## config.mk

```make
export PLATFORM = sky130hd
export DESIGN_NAME = clk_pulse_multi
export DESIGN_NICKNAME = d
export VERILOG_FILES = /design/src/rtl/clk_pulse_multi.sv
export SDC_FILE = /design/constraint.sdc
export NUM_CORES = 1
export LEC_CHECK = 0
export ABC_CLOCK_PERIOD_IN_PS = 3500
export CAP_MARGIN = 15
export CORE_MARGIN = 2
export CORE_UTILIZATION = 49
export CTS_CLUSTER_DIAMETER = 200
export DETAILED_ROUTE_END_ITERATION = 12
export HOLD_SLACK_MARGIN = 0.15
export PLACE_DENSITY = 0.83
export SYNTH_ARGS = -nofsm -noshare
export SYNTH_HDL_FRONTEND = slang
export SYNTH_SLANG_ARGS = --single-unit
```

## constraint.sdc

```tcl
create_clock -name clk -period 3.5 [get_ports clk]
set_input_delay 0.875 -clock clk [delete_from_list [all_inputs] [get_ports clk]]
set_output_delay 0.875 -clock clk [all_outputs]
set_load 0.01 [all_outputs]
```

## src/rtl/clk_pulse_multi.sv

```systemverilog
// Multi-channel pulse/PWM generator: shared prescaler and period counter, per-channel [start,stop) windows.
// Optional per-channel output polarity when CLK_PULSE_MULTI_POLARITY_EN is defined.
module clk_pulse_multi #(
  parameter int unsigned CHANNELS          = 4,
  parameter int unsigned COUNT_WIDTH       = 8,
  parameter int unsigned CLOCK_DELAY_WIDTH = 4
) (
  input  logic                            clk,
  input  logic                            rst,
  input  logic                            en,
  input  logic                            oneshot,
  input  logic                            load,
  input  logic [CLOCK_DELAY_WIDTH-1:0]    prescale,
  input  logic [COUNT_WIDTH-1:0]          period,
  input  logic [CHANNELS*COUNT_WIDTH-1:0] start,
  input  logic [CHANNELS*COUNT_WIDTH-1:0] stop,
`ifdef CLK_PULSE_MULTI_POLARITY_EN
  input  logic [CHANNELS-1:0]             polarity,
`endif
  output logic [CHANNELS-1:0]             pulse,
  output logic                            wrap,
  output logic                            busy,
  output logic                            done
);

  typedef enum logic [1:0] {
    S_IDLE = 2'd0,
    S_RUN  = 2'd1,
    S_DONE = 2'd2
  } state_t;

  state_t                            state_q, state_d;
  logic [CLOCK_DELAY_WIDTH-1:0]      pre_cnt_q, pre_cnt_d;
  logic [COUNT_WIDTH-1:0]            cnt_q, cnt_d;
  logic                              oneshot_q, oneshot_d;
  logic                              load_pending_q, load_pending_d;
  logic [CLOCK_DELAY_WIDTH-1:0]      prescale_q, prescale_d;
  logic [COUNT_WIDTH-1:0]            period_q, period_d;
  logic [CHANNELS*COUNT_WIDTH-1:0]   start_q, start_d;
  logic [CHANNELS*COUNT_WIDTH-1:0]   stop_q, stop_d;
  logic [CHANNELS-1:0]               polarity_q, polarity_d;
  logic [CHANNELS-1:0]               pulse_q, pulse_d;
  logic                              wrap_q, wrap_d;
  logic                              busy_q, busy_d;
  logic                              done_q, done_d;

  logic tick;
  logic wrap_now;
  logic capture;
  logic in_win;

  always_comb begin
    tick     = (state_q == S_RUN) && (pre_cnt_q == prescale_q);
    wrap_now = tick && (cnt_q == period_q);

    state_d        = state_q;
    pre_cnt_d      = '0;
    cnt_d          = '0;
    oneshot_d      = oneshot_q;
    load_pending_d = 1'b0;
    capture        = 1'b0;

    case (state_q)
      S_IDLE: begin
        capture = load;
        if (en) begin
          state_d   = S_RUN;
          oneshot_d = oneshot;
        end
      end
      S_RUN: begin
        if (!en) begin
          // a load still waiting for its wrap is applied on the way out to IDLE
          state_d = S_IDLE;
          capture = load || load_pending_q;
        end else begin
          capture        = wrap_now && (load || load_pending_q);
          load_pending_d = !wrap_now && (load || load_pending_q);
          if (oneshot_q && wrap_now) begin
            state_d = S_DONE;
          end else if (tick) begin
            cnt_d = wrap_now ? '0 : cnt_q + 1'b1;
          end else begin
            pre_cnt_d = pre_cnt_q + 1'b1;
            cnt_d     = cnt_q;
          end
        end
      end
      S_DONE: begin
        capture = load;
        if (!en) state_d = S_IDLE;
      end
      default: state_d = S_IDLE;
    endcase

    prescale_d = capture ? prescale : prescale_q;
    period_d   = capture ? period   : period_q;
    start_d    = capture ? start    : start_q;
    stop_d     = capture ? stop     : stop_q;
`ifdef CLK_PULSE_MULTI_POLARITY_EN
    polarity_d = capture ? polarity : polarity_q;
`else
    polarity_d = '0;
`endif

    // outputs are registered from next-state values so they line up with cnt_q
    in_win  = 1'b0;
    pulse_d = '0;
    for (int i = 0; i < int'(CHANNELS); i++) begin
      in_win = (start_d[i*COUNT_WIDTH +: COUNT_WIDTH] <= cnt_d) &&
               (cnt_d < stop_d[i*COUNT_WIDTH +: COUNT_WIDTH]);
      pulse_d[i] = (state_d == S_RUN) ? (in_win ^ polarity_d[i]) : polarity_d[i];
    end
    wrap_d = (state_d == S_RUN) && (pre_cnt_d == prescale_d) && (cnt_d == period_d);
    busy_d = (state_d == S_RUN);
    done_d = (state_d == S_DONE);
  end

  always_ff @(posedge clk or posedge rst) begin
    if (rst) begin
      state_q        <= S_IDLE;
      pre_cnt_q      <= '0;
      cnt_q          <= '0;
      oneshot_q      <= 1'b0;
      load_pending_q <= 1'b0;
      prescale_q     <= '0;
      period_q       <= '0;
      start_q        <= '0;
      stop_q         <= '0;
      polarity_q     <= '0;
      pulse_q        <= '0;
      wrap_q         <= 1'b0;
      busy_q         <= 1'b0;
      done_q         <= 1'b0;
    end else begin
      state_q        <= state_d;
      pre_cnt_q      <= pre_cnt_d;
      cnt_q          <= cnt_d;
      oneshot_q      <= oneshot_d;
      load_pending_q <= load_pending_d;
      prescale_q     <= prescale_d;
      period_q       <= period_d;
      start_q        <= start_d;
      stop_q         <= stop_d;
      polarity_q     <= polarity_d;
      pulse_q        <= pulse_d;
      wrap_q         <= wrap_d;
      busy_q         <= busy_d;
      done_q         <= done_d;
    end
  end

  assign pulse = pulse_q;
  assign wrap  = wrap_q;
  assign busy  = busy_q;
  assign done  = done_q;

endmodule

```

; ---- Yosys cells after proc, flatten, opt, wreduce, memory -nomap -nowiden
; Cells that the tools add are included.
[totals]
ff_bits = 99
out_inout_bits = 7
in_bits = 81
elab_cells = 73
[classes]
mux = 26
n_addsub = 2
n_lt_le_gt_ge = 8
n_eq_ne = 8
reduce_logical = 16
[ops]
columns = cell, n
row1 = $mux W32, 2
row2 = $mux W8, 6
row3 = $le A8 B8 Y1, 4
row4 = $lt A8 B8 Y1, 4
row5 = $mux W4, 5
row6 = $eq A8 B8 Y1, 2
row7 = $logic_and A1 B1 Y1, 11
row8 = $add A8 B1 Y8 const B, 1
row9 = $eq A4 B4 Y1, 2
row10 = $mux W2, 4
row11 = $mux W1, 7
row12 = $pmux W2 S3, 1
row13 = $add A4 B1 Y4 const B, 1
row14 = $eq A2 B1 Y1 const B, 2
row15 = $eq A2 B2 Y1 const B, 2
row16 = $logic_not A2 Y1, 1
row17 = $pmux W1 S2, 1
row18 = $reduce_and A2 Y1, 1
row19 = $reduce_or A2 Y1, 1
row20 = $logic_not A1 Y1, 1
row21 = $logic_or A1 B1 Y1, 1

; ---- Longest topological paths before layout
; Gate-level depths: netlist of run 1.
[depth]
ltp_word = 11
ltp_mapped = 17

; ---- Least setup slack after synthesis of run 1
; Ideal clock, no wire load.
[synth_path]
kind = input to register
start = input port load
end = register pulse_q[1] (netlist: pulse[1])
stages = 16
t_arrival_ns = 3.600
slack_ns = -0.166
required_ns = 3.434
path_buffers = 3
path_cell_list = o21ai_0 > nor3_1 > a21oi_2 > buf_6 > buf_2 > buf_2 > mux2_1 > ha_1 > nor2b_1 > o21a_1 > o21ai_0 > nand2b_1 > a21oi_1 > o21ai_0 > a21oi_1 > o31a_1
[synth_between]
elab_chain_len = 8
elab_cells_between_ends = 10
[synth_lines]
columns = item, line
row1 = "start, declared", 12  ; input logic load,
row2 = $logic_or A1 B1 Y1, "75, 77"
row3 = $logic_and A1 B1 Y1, 77  ; capture = wrap_now && (load || load_pending_q);
row4 = $mux W1, 72  ; if (!en) begin
row5 = $pmux W1 S2 (*), 63  ; case (state_q)
row6 = $mux W32 (*), 98  ; start_d = capture ? start : start_q;
row7 = named net start_d[9], 39  ; logic [CHANNELS*COUNT_WIDTH-1:0] start_q, start_d;
row8 = $le A8 B8 Y1 (*), 110  ; in_win = (start_d[i*COUNT_WIDTH +: COUNT_WIDTH] <= cnt_d) &&
row9 = $logic_and A1 B1 Y1 (*), 110
row10 = $mux W1 (*), 112  ; pulse_d[i] = (state_d == S_RUN) ? (in_win ^ polarity_d[i]) : polarity_d[i];
row11 = named net pulse_d[1], 42  ; logic [CHANNELS-1:0] pulse_q, pulse_d;
row12 = "end signal, assigned", 146  ; pulse_q <= pulse_d;
row13 = "end, declared", 42
; Mark *: on every way through the listed nets, which the timed path passes. The rest lies on a longest branch.
; A chain may end at the register's enable or synchronous reset.

; ---- Worst setup path after layout of run 1
[layout_path]
start = register cnt_q[4]
end = register pulse_q[2] (netlist: pulse[2])
[layout_between]
elab_cells_between_ends = 22
[layout_lines]
columns = item, line
row1 = "start, declared", 34  ; logic [COUNT_WIDTH-1:0] cnt_q, cnt_d;
row2 = "start signal, assigned", 138  ; cnt_q <= cnt_d;
row3 = $eq A8 B8 Y1, 54  ; wrap_now = tick && (cnt_q == period_q);
row4 = $logic_and A1 B1 Y1, 54
row5 = $logic_and A1 B1 Y1, 77
row6 = $mux W1, 72
row7 = $pmux W1 S2, 63
row8 = $mux W32, 98
row9 = named net start_d[17], 39
row10 = $le A8 B8 Y1, 110
row11 = $logic_and A1 B1 Y1, 110
row12 = $mux W1, 112
row13 = named net pulse_d[2], 42
; The timed path passes the listed nets, and every way through them passes these cells.

==> results of run 1 <==
[critical path: cells and delay by family, from the launching register on]
| family | cells | cell delay (ns) |
|---|---|---|
| xor gates and xnor gates | 1 | 0.18 |
| buffers and inverters | 1 | 0.16 |
| DFF | 1 | 0.46 |
| adders and majority gates | 1 | 0.29 |
| and+or+nand+nor | 4 | 0.91 |
| muxes | 1 | 0.33 |
| AOI/OAI and AO/OA | 6 | 0.96 |
[cells by family after synthesis]
group	after synthesis	synth area share (%)
xor gates and xnor gates	25	3.96
muxes	77	15.0
buffers and inverters	59	4.44
AOI/OAI and AO/OA	72	8.04
adders and majority gates	62	14.0
and+or+nand+nor	99	9.65
DFF	99	44.8
[layer usage]
metal / GRT usage, % / vias to the layer above / routed length, um
met5: 0 / - / 0
met4: 9.11 / 0 / 321
met3: 3.59 / 28 / 598
met2: 43.3 / 137 / 7210
met1: 29.1 / 2111 / 5880
li1: - / 2012 / -
[metrics by stage]
step                area, sq um  utilization [%]  hold slack (ns)  setup WS (ns)  power, mW
finish                     7330             67.1            0.490          0.106       3.10
global route               7330             67.1            0.506        -0.0624       3.26
CTS                        7220             66.0            0.491         0.0536       3.08
detailed placement         6920             63.3            0.474         -0.411       2.11
global placement           6920             63.3            0.466         -0.212       2.06
floorplan                  5530                -            0.451         0.0267       1.79
[how the worst max path moves through the flow]
| stage | start | slack (ns) | end | cells after the start |
|---|---|---|---|---|
| after global placement | load | -0.21 | pulse[3]$_DFF_PP0_ | 15 |
| after detailed placement | load | -0.41 | pulse[3]$_DFF_PP0_ | 15 |
| after global routing | state_q[1]$_DFF_PP0_ | -0.06 | pulse[2]$_DFF_PP0_ | 14 |
| after floorplan | rst | 0.03 | busy$_DFF_PP0_ | 1 |
| after CTS | load | 0.05 | pulse[0]$_DFF_PP0_ | 14 |
| final | cnt_q[4]$_DFF_PP0_ | 0.11 | pulse[2]$_DFF_PP0_ | 14 |
[power groups by stage]
stage               Clock, mW  Combinational (mW)  Sequential, mW
floorplan                   0               0.439            1.35
global placement            0               0.701            1.36
global route             1.03               0.864            1.37
detailed placement          0               0.741            1.37
finish                  0.967               0.783            1.35
CTS                     0.977               0.752            1.35
[layout by cell type (no fill, tap or decap), types with 4 or more instances in the layout]
cell	synthesis	routed
nand2b_1	5	5
clkbuf_16	0	11
nand3_1	12	12
mux2i_1	36	34
nand2_1	16	16
nor2b_1	11	11
o21ai_1	6	11
buf_4	0	47
nor2_1	21	21
o21ai_0	14	8
xor2_1	16	16
mux2_1	28	26
inv_1	27	26
a211oi_1	4	4
nor4_1	4	4
clkdlybuf4s50_1	0	86
dfrtp_1	99	99
inv_2	21	21
xnor2_1	9	9
a21oi_1	25	25
ha_1	62	62
nand4_1	8	8
a21o_1	4	4
mux2_2	11	13
o21a_1	8	8
[registers in the layout, summed over array words and instances, names as in the netlist]
register and flops:
pre_cnt_q 4, stop_q 32, busy 1, load_pending_q 1, pulse 4, start_q 32, cnt_q 8, oneshot_q 1
state_q 2, prescale_q 4, wrap 1, done 1, period_q 8
[final cells by class]
type	instances	area [sq um]
well taps	140	175
flip-flops and latches	99	2480
multi-input cells	335	2850
repair buffers	140	1360
fillers	781	3600
clock inverters	5	36.3
clock buffers	11	253
inverters	48	183
[what timing repair did]
item                       4_1_cts  5_1_grt
setup endpoints to repair        1        4
cloned                           0        2
gates resized for setup          3       13
pin swaps                        0        2
setup buffers                    0        4
==> impl_metrics.env, run 1 <==
export IMPL_via_count=4288
export IMPL_syn_area_sq_um=5520
export IMPL_setup_tns_ns=0
export IMPL_synthFlopType="dfrtp_1"
export IMPL_synth_edff_count=0
export IMPL_setup_violations_final=0
export IMPL_fin_crit_ns=3.39
export IMPL_swShare_pct=28.2
export IMPL_clock_latency_ns=0.35
export IMPL_slew_violations=0
export IMPL_syn_area_per_cell_sq_um=11.2
export IMPL_cts_buffer_depth=2
export IMPL_path_max_fanout=14
export IMPL_grt_max_degree=66
export IMPL_final_hold_violation_count=0
export IMPL_hold_buffers=0
export IMPL_ant_nets=0
export IMPL_die_y_um=110
export IMPL_whs_path_depth=2
export IMPL_finalWeightedCongestion=0.902
export IMPL_synth_top_area_share_pct=44.8
export IMPL_drt_total_wl_um=14000
export IMPL_hold_path_startpoint="stop_q[16]$_DFF_PP0_"
export IMPL_maxCapViolations=0
export IMPL_clock_power_share_pct=31.2
export IMPL_dp_cells=756
export IMPL_syn2layout_area_growth_pct=32.8
export IMPL_clock_skew_ns=0.00970
export IMPL_grt_pass1_vias=4508
export IMPL_arrival_ns=3.65
export IMPL_maxSlewHeadroom_pct=69.5
export IMPL_combinationalPowerShare_pct=25.3
export IMPL_p_leak_nw=3.50
export IMPL_rows=38
export IMPL_hold_path_class="flip-flop to flip-flop"
export IMPL_slowest_stage="dfrtp_1"
export IMPL_async_reset_ff_share_pct=100
export IMPL_start_util_pct=50.5
export IMPL_worst_pin_slew_ns=0.458
export IMPL_syn_inst=493
export IMPL_yosysWarnings=0
export IMPL_synth_seq_area_share_pct=44.8
export IMPL_start_kind="flip-flop"
export IMPL_drtIter0Drc=189
export IMPL_yosysMostFrequentCell="dfrtp_1"
export IMPL_synthesis_nets=636
export IMPL_dp_hpwl_um=10200
export IMPL_grt_ovfl_total=0
export IMPL_port_buffers=87
export IMPL_antenna_found_initial=0
export IMPL_dieWidth_um=110
export IMPL_r2r_cells=14
export IMPL_synth_top_area_cell="dfrtp_1"
export IMPL_intPower_mw=2.23
export IMPL_regToRegSetupSlack_ns=0.11
export IMPL_dieArea_sq_um=12100
export IMPL_cpPeakStageDelay_ns=0.46
export IMPL_layout_drive_gt1_share_pct=18.5
export IMPL_clock_sinks=99
export IMPL_crit_type="flip-flop to flip-flop"
export IMPL_drc=0
export IMPL_diodes=0
export IMPL_io_pins=88
export IMPL_irDropWorstVdd_mv=0.230
export IMPL_fin_crit_sh_pct=97.0
export IMPL_grt_pass1_wl_um=21900
export IMPL_p_switching_uw=873
export IMPL_max_freq_mhz=295
export IMPL_numCtsBuffers=9
export IMPL_vias_per_cell=5.51
export IMPL_cts_tree="yes"
export IMPL_status="finished clean"
export IMPL_yosysUniqueCellTypes=46
export IMPL_coreArea_sq_um=10900
export IMPL_r2r_start="cnt_q[4]$_DFF_PP0_"
export IMPL_drtPass1Iterations=4
export IMPL_path_cells="xor2_1 > nor4_2 > and2_4 > a21oi_4 > buf_12 > mux2_1 > ha_1 > nor2b_1 > o21a_1 > o21ai_1 > nand2b_1 > a21oi_1 > o21ai_0 > a211oi_1"
export IMPL_clkTransAtPathRegs_ns=0.07
export IMPL_grt_usage_pct=24.1
export IMPL_hold_end="stop_q[16]$_DFF_PP0_"
export IMPL_synthTopCellsByArea="dfrtp_1 (45%), ha_1 (14%), mux2i_1 (6.5%)"
export IMPL_powerDensity_nw_per_um2=423
export IMPL_h_tree_depth=3
export IMPL_clock_root_buffer="clkbuf_16"
export IMPL_wl_per_cell_um=18.0
export IMPL_r2r_end="pulse[2]$_DFF_PP0_"
export IMPL_layout_cells_non_filler=778
export IMPL_synth_seq_cells=99
export IMPL_ys_top_cells_by_count="dfrtp_1 (99), ha_1 (62), mux2i_1 (36), mux2_1 (28), inv_1 (27)"
export IMPL_pwr_share_seq_pct=43.6
export IMPL_nets=776
export IMPL_required_ns=3.75
export IMPL_cp_end_kind="flip-flop"
(Power assumes the default switching activity.)
==> inputs of run 2 (changes only) <==
CTS_CLUSTER_SIZE = 8   (was not set)
==> results of run 2 <==
Final layout, timing and power as in run 1 (identical DEF).
==> inputs of run 3 (changes only) <==
CORE_ASPECT_RATIO = 1.4   (was not set)
GPL_TIMING_DRIVEN = 0   (was not set)
==> impl_metrics.env, run 3 (synthesis gave the netlist of run 1 again) <==
export IMPL_crit_start="load"
export IMPL_clock_latency_ns=0.35
export IMPL_worst_pin_slew_ns=0.759
export IMPL_combinationalPowerShare_pct=24.2
export IMPL_status="finished clean"
export IMPL_io_pins=88
export IMPL_setup_violations_final=0
export IMPL_rows=45
export IMPL_wl_per_cell_um=18.2
export IMPL_clkTransAtPathRegs_ns=0.07
export IMPL_start_kind="input pin"
export IMPL_swShare_pct=27.6
export IMPL_dp_cells=722
export IMPL_vias_per_cell=5.53
export IMPL_fin_util_pct=65.4
export IMPL_final_hold_violation_count=0
export IMPL_layout_drive_gt1_share_pct=16.5
export IMPL_r2r_start="cnt_q[5]$_DFF_PP0_"
export IMPL_mostFrequentLayoutCells="dfrtp_1 (99), clkdlybuf4s50_1 (85), ha_1 (60)"
export IMPL_clock_sinks=99
export IMPL_irDropWorstVdd_mv=0.252
export IMPL_p_leak_nw=3.33
export IMPL_cts_buffer_depth=2
export IMPL_crit_type="input pin to flip-flop"
export IMPL_clock_skew_ns=0.00569
export IMPL_clock_power_share_pct=31.1
export IMPL_start_util_pct=50.6
export IMPL_maxCapViolations=0
export IMPL_drtIter0Drc=208
export IMPL_intPower_mw=2.18
export IMPL_via_count=4124
export IMPL_grt_usage_pct=22.9
export IMPL_coreArea_sq_um=10900
export IMPL_nets=743
export IMPL_layout_cells_non_filler=746
export IMPL_finalWeightedCongestion=0.909
export IMPL_port_buffers=87
export IMPL_pwr_share_seq_pct=44.8
export IMPL_grt_max_degree=68
export IMPL_cp_end_kind="flip-flop"
export IMPL_syn2layout_area_growth_pct=29.4
export IMPL_r2r_end="pulse[3]$_DFF_PP0_"
export IMPL_path_max_fanout=11
export IMPL_antenna_found_initial=0
export IMPL_arrival_ns=3.66
export IMPL_grt_ovfl_total=0
export IMPL_h_tree_depth=3
export IMPL_dieWidth_um=93.7
export IMPL_whs_path_depth=2
export IMPL_regToRegSetupSlack_ns=0.10
export IMPL_placed_area_sq_um=6610
export IMPL_grt_pass1_vias=4471
export IMPL_p_switching_uw=833
export IMPL_slew_violations=0
export IMPL_maxSlewHeadroom_pct=49.4
export IMPL_power_mw=3.01
export IMPL_max_freq_mhz=292
export IMPL_hold_path_class="flip-flop to flip-flop"
export IMPL_hold_buffers=0
export IMPL_fin_crit_sh_pct=97.7
export IMPL_r2r_cells=14
export IMPL_ant_nets=0
export IMPL_numCtsBuffers=9
export IMPL_fin_crit_ns=3.42
export IMPL_drtPass1Iterations=5
export IMPL_crit_path_end="pulse[0]$_DFF_PP0_"
export IMPL_cts_tree="yes"
export IMPL_powerDensity_nw_per_um2=421
export IMPL_reg_top3="start_q: 32 flops, stop_q: 32 flops"
export IMPL_layout_commonest_cell="dfrtp_1"
export IMPL_fin_area_sq_um=7150
export IMPL_diodes=0
export IMPL_required_ns=3.74
export IMPL_dp_hpwl_um=9700
export IMPL_dieArea_sq_um=12200
export IMPL_die_y_um=130
export IMPL_clock_root_buffer="clkbuf_16"
export IMPL_worst_hold_slack_ns=0.490
export IMPL_grt_pass1_wl_um=21400
export IMPL_drt_total_wl_um=13500
export IMPL_drc=0
run 3: power by group through the flow:
stage | sequential, mW | clock (mW) | combinational [mW]
finish | 1.35 | 0.936 | 0.728
global route | 1.36 | 0.998 | 0.800
CTS | 1.35 | 0.952 | 0.696
detailed placement | 1.37 | 0 | 0.673
global placement | 1.36 | 0 | 0.633
floorplan | 1.35 | 0 | 0.439
run 3: layout make-up:
class	instances	area, sq um
clock buffer	12	256
buffer	7	91.3
sequential	99	2480
clock inverter	4	25.0
timing repair buffer	100	993
fill	820	3770
tap	141	176
inverter	48	183
multi-input combinational	335	2950
run 3: how the worst min path moves through the flow:
stage	endpoint	slack [ns]	start
final	stop_q[0]$_DFF_PP0_	0.49	stop_q[0]$_DFF_PP0_
after global routing	stop_q[0]$_DFF_PP0_	0.52	stop_q[0]$_DFF_PP0_
after global placement	stop_q[0]$_DFF_PP0_	0.46	stop_q[0]$_DFF_PP0_
after CTS	stop_q[0]$_DFF_PP0_	0.49	stop_q[0]$_DFF_PP0_
after floorplan	stop_q[16]$_DFF_PP0_	0.45	stop_q[16]$_DFF_PP0_
after detailed placement	stop_q[24]$_DFF_PP0_	0.48	stop_q[24]$_DFF_PP0_
run 3: metrics by stage:
stage               worst slack (ns)  TNS (ns)
floorplan                     0.0267         0
global route                 -0.0398   -0.0847
finish                        0.0792         0
global placement               -1.29   -130.59
CTS                          0.00785         0
detailed placement            -0.974     -3.65
run 3: layer usage:
layer,up-vias,GRT usage [%],routed length [um]
li1,1940,-,-
met1,2003,26.1,5310
met2,139,41.3,7070
met3,42,3.37,644
met4,0,11.6,526
met5,-,0,0
run 3: timing repair:
action | 4_1_cts | 5_1_grt
gates resized for setup | 16 | 37
pin swaps | 3 | 11
cloned | 0 | 0
buffers inserted | 6 | 6
setup endpoints to repair | 4 | 4
run 3: critical path: stages:
cell and delay, ns:
dlygate4sd2_1 0.25, o21ai_2 0.23, o22ai_2 0.15, a21oi_4 0.20
buf_12 0.16, buf_8 0.15, mux2_2 0.36, ha_1 0.29
nor2b_1 0.13, o21a_1 0.17, o21ai_2 0.10, nand2b_1 0.07
a21oi_1 0.14, o21ai_0 0.09, a211oi_1 0.29
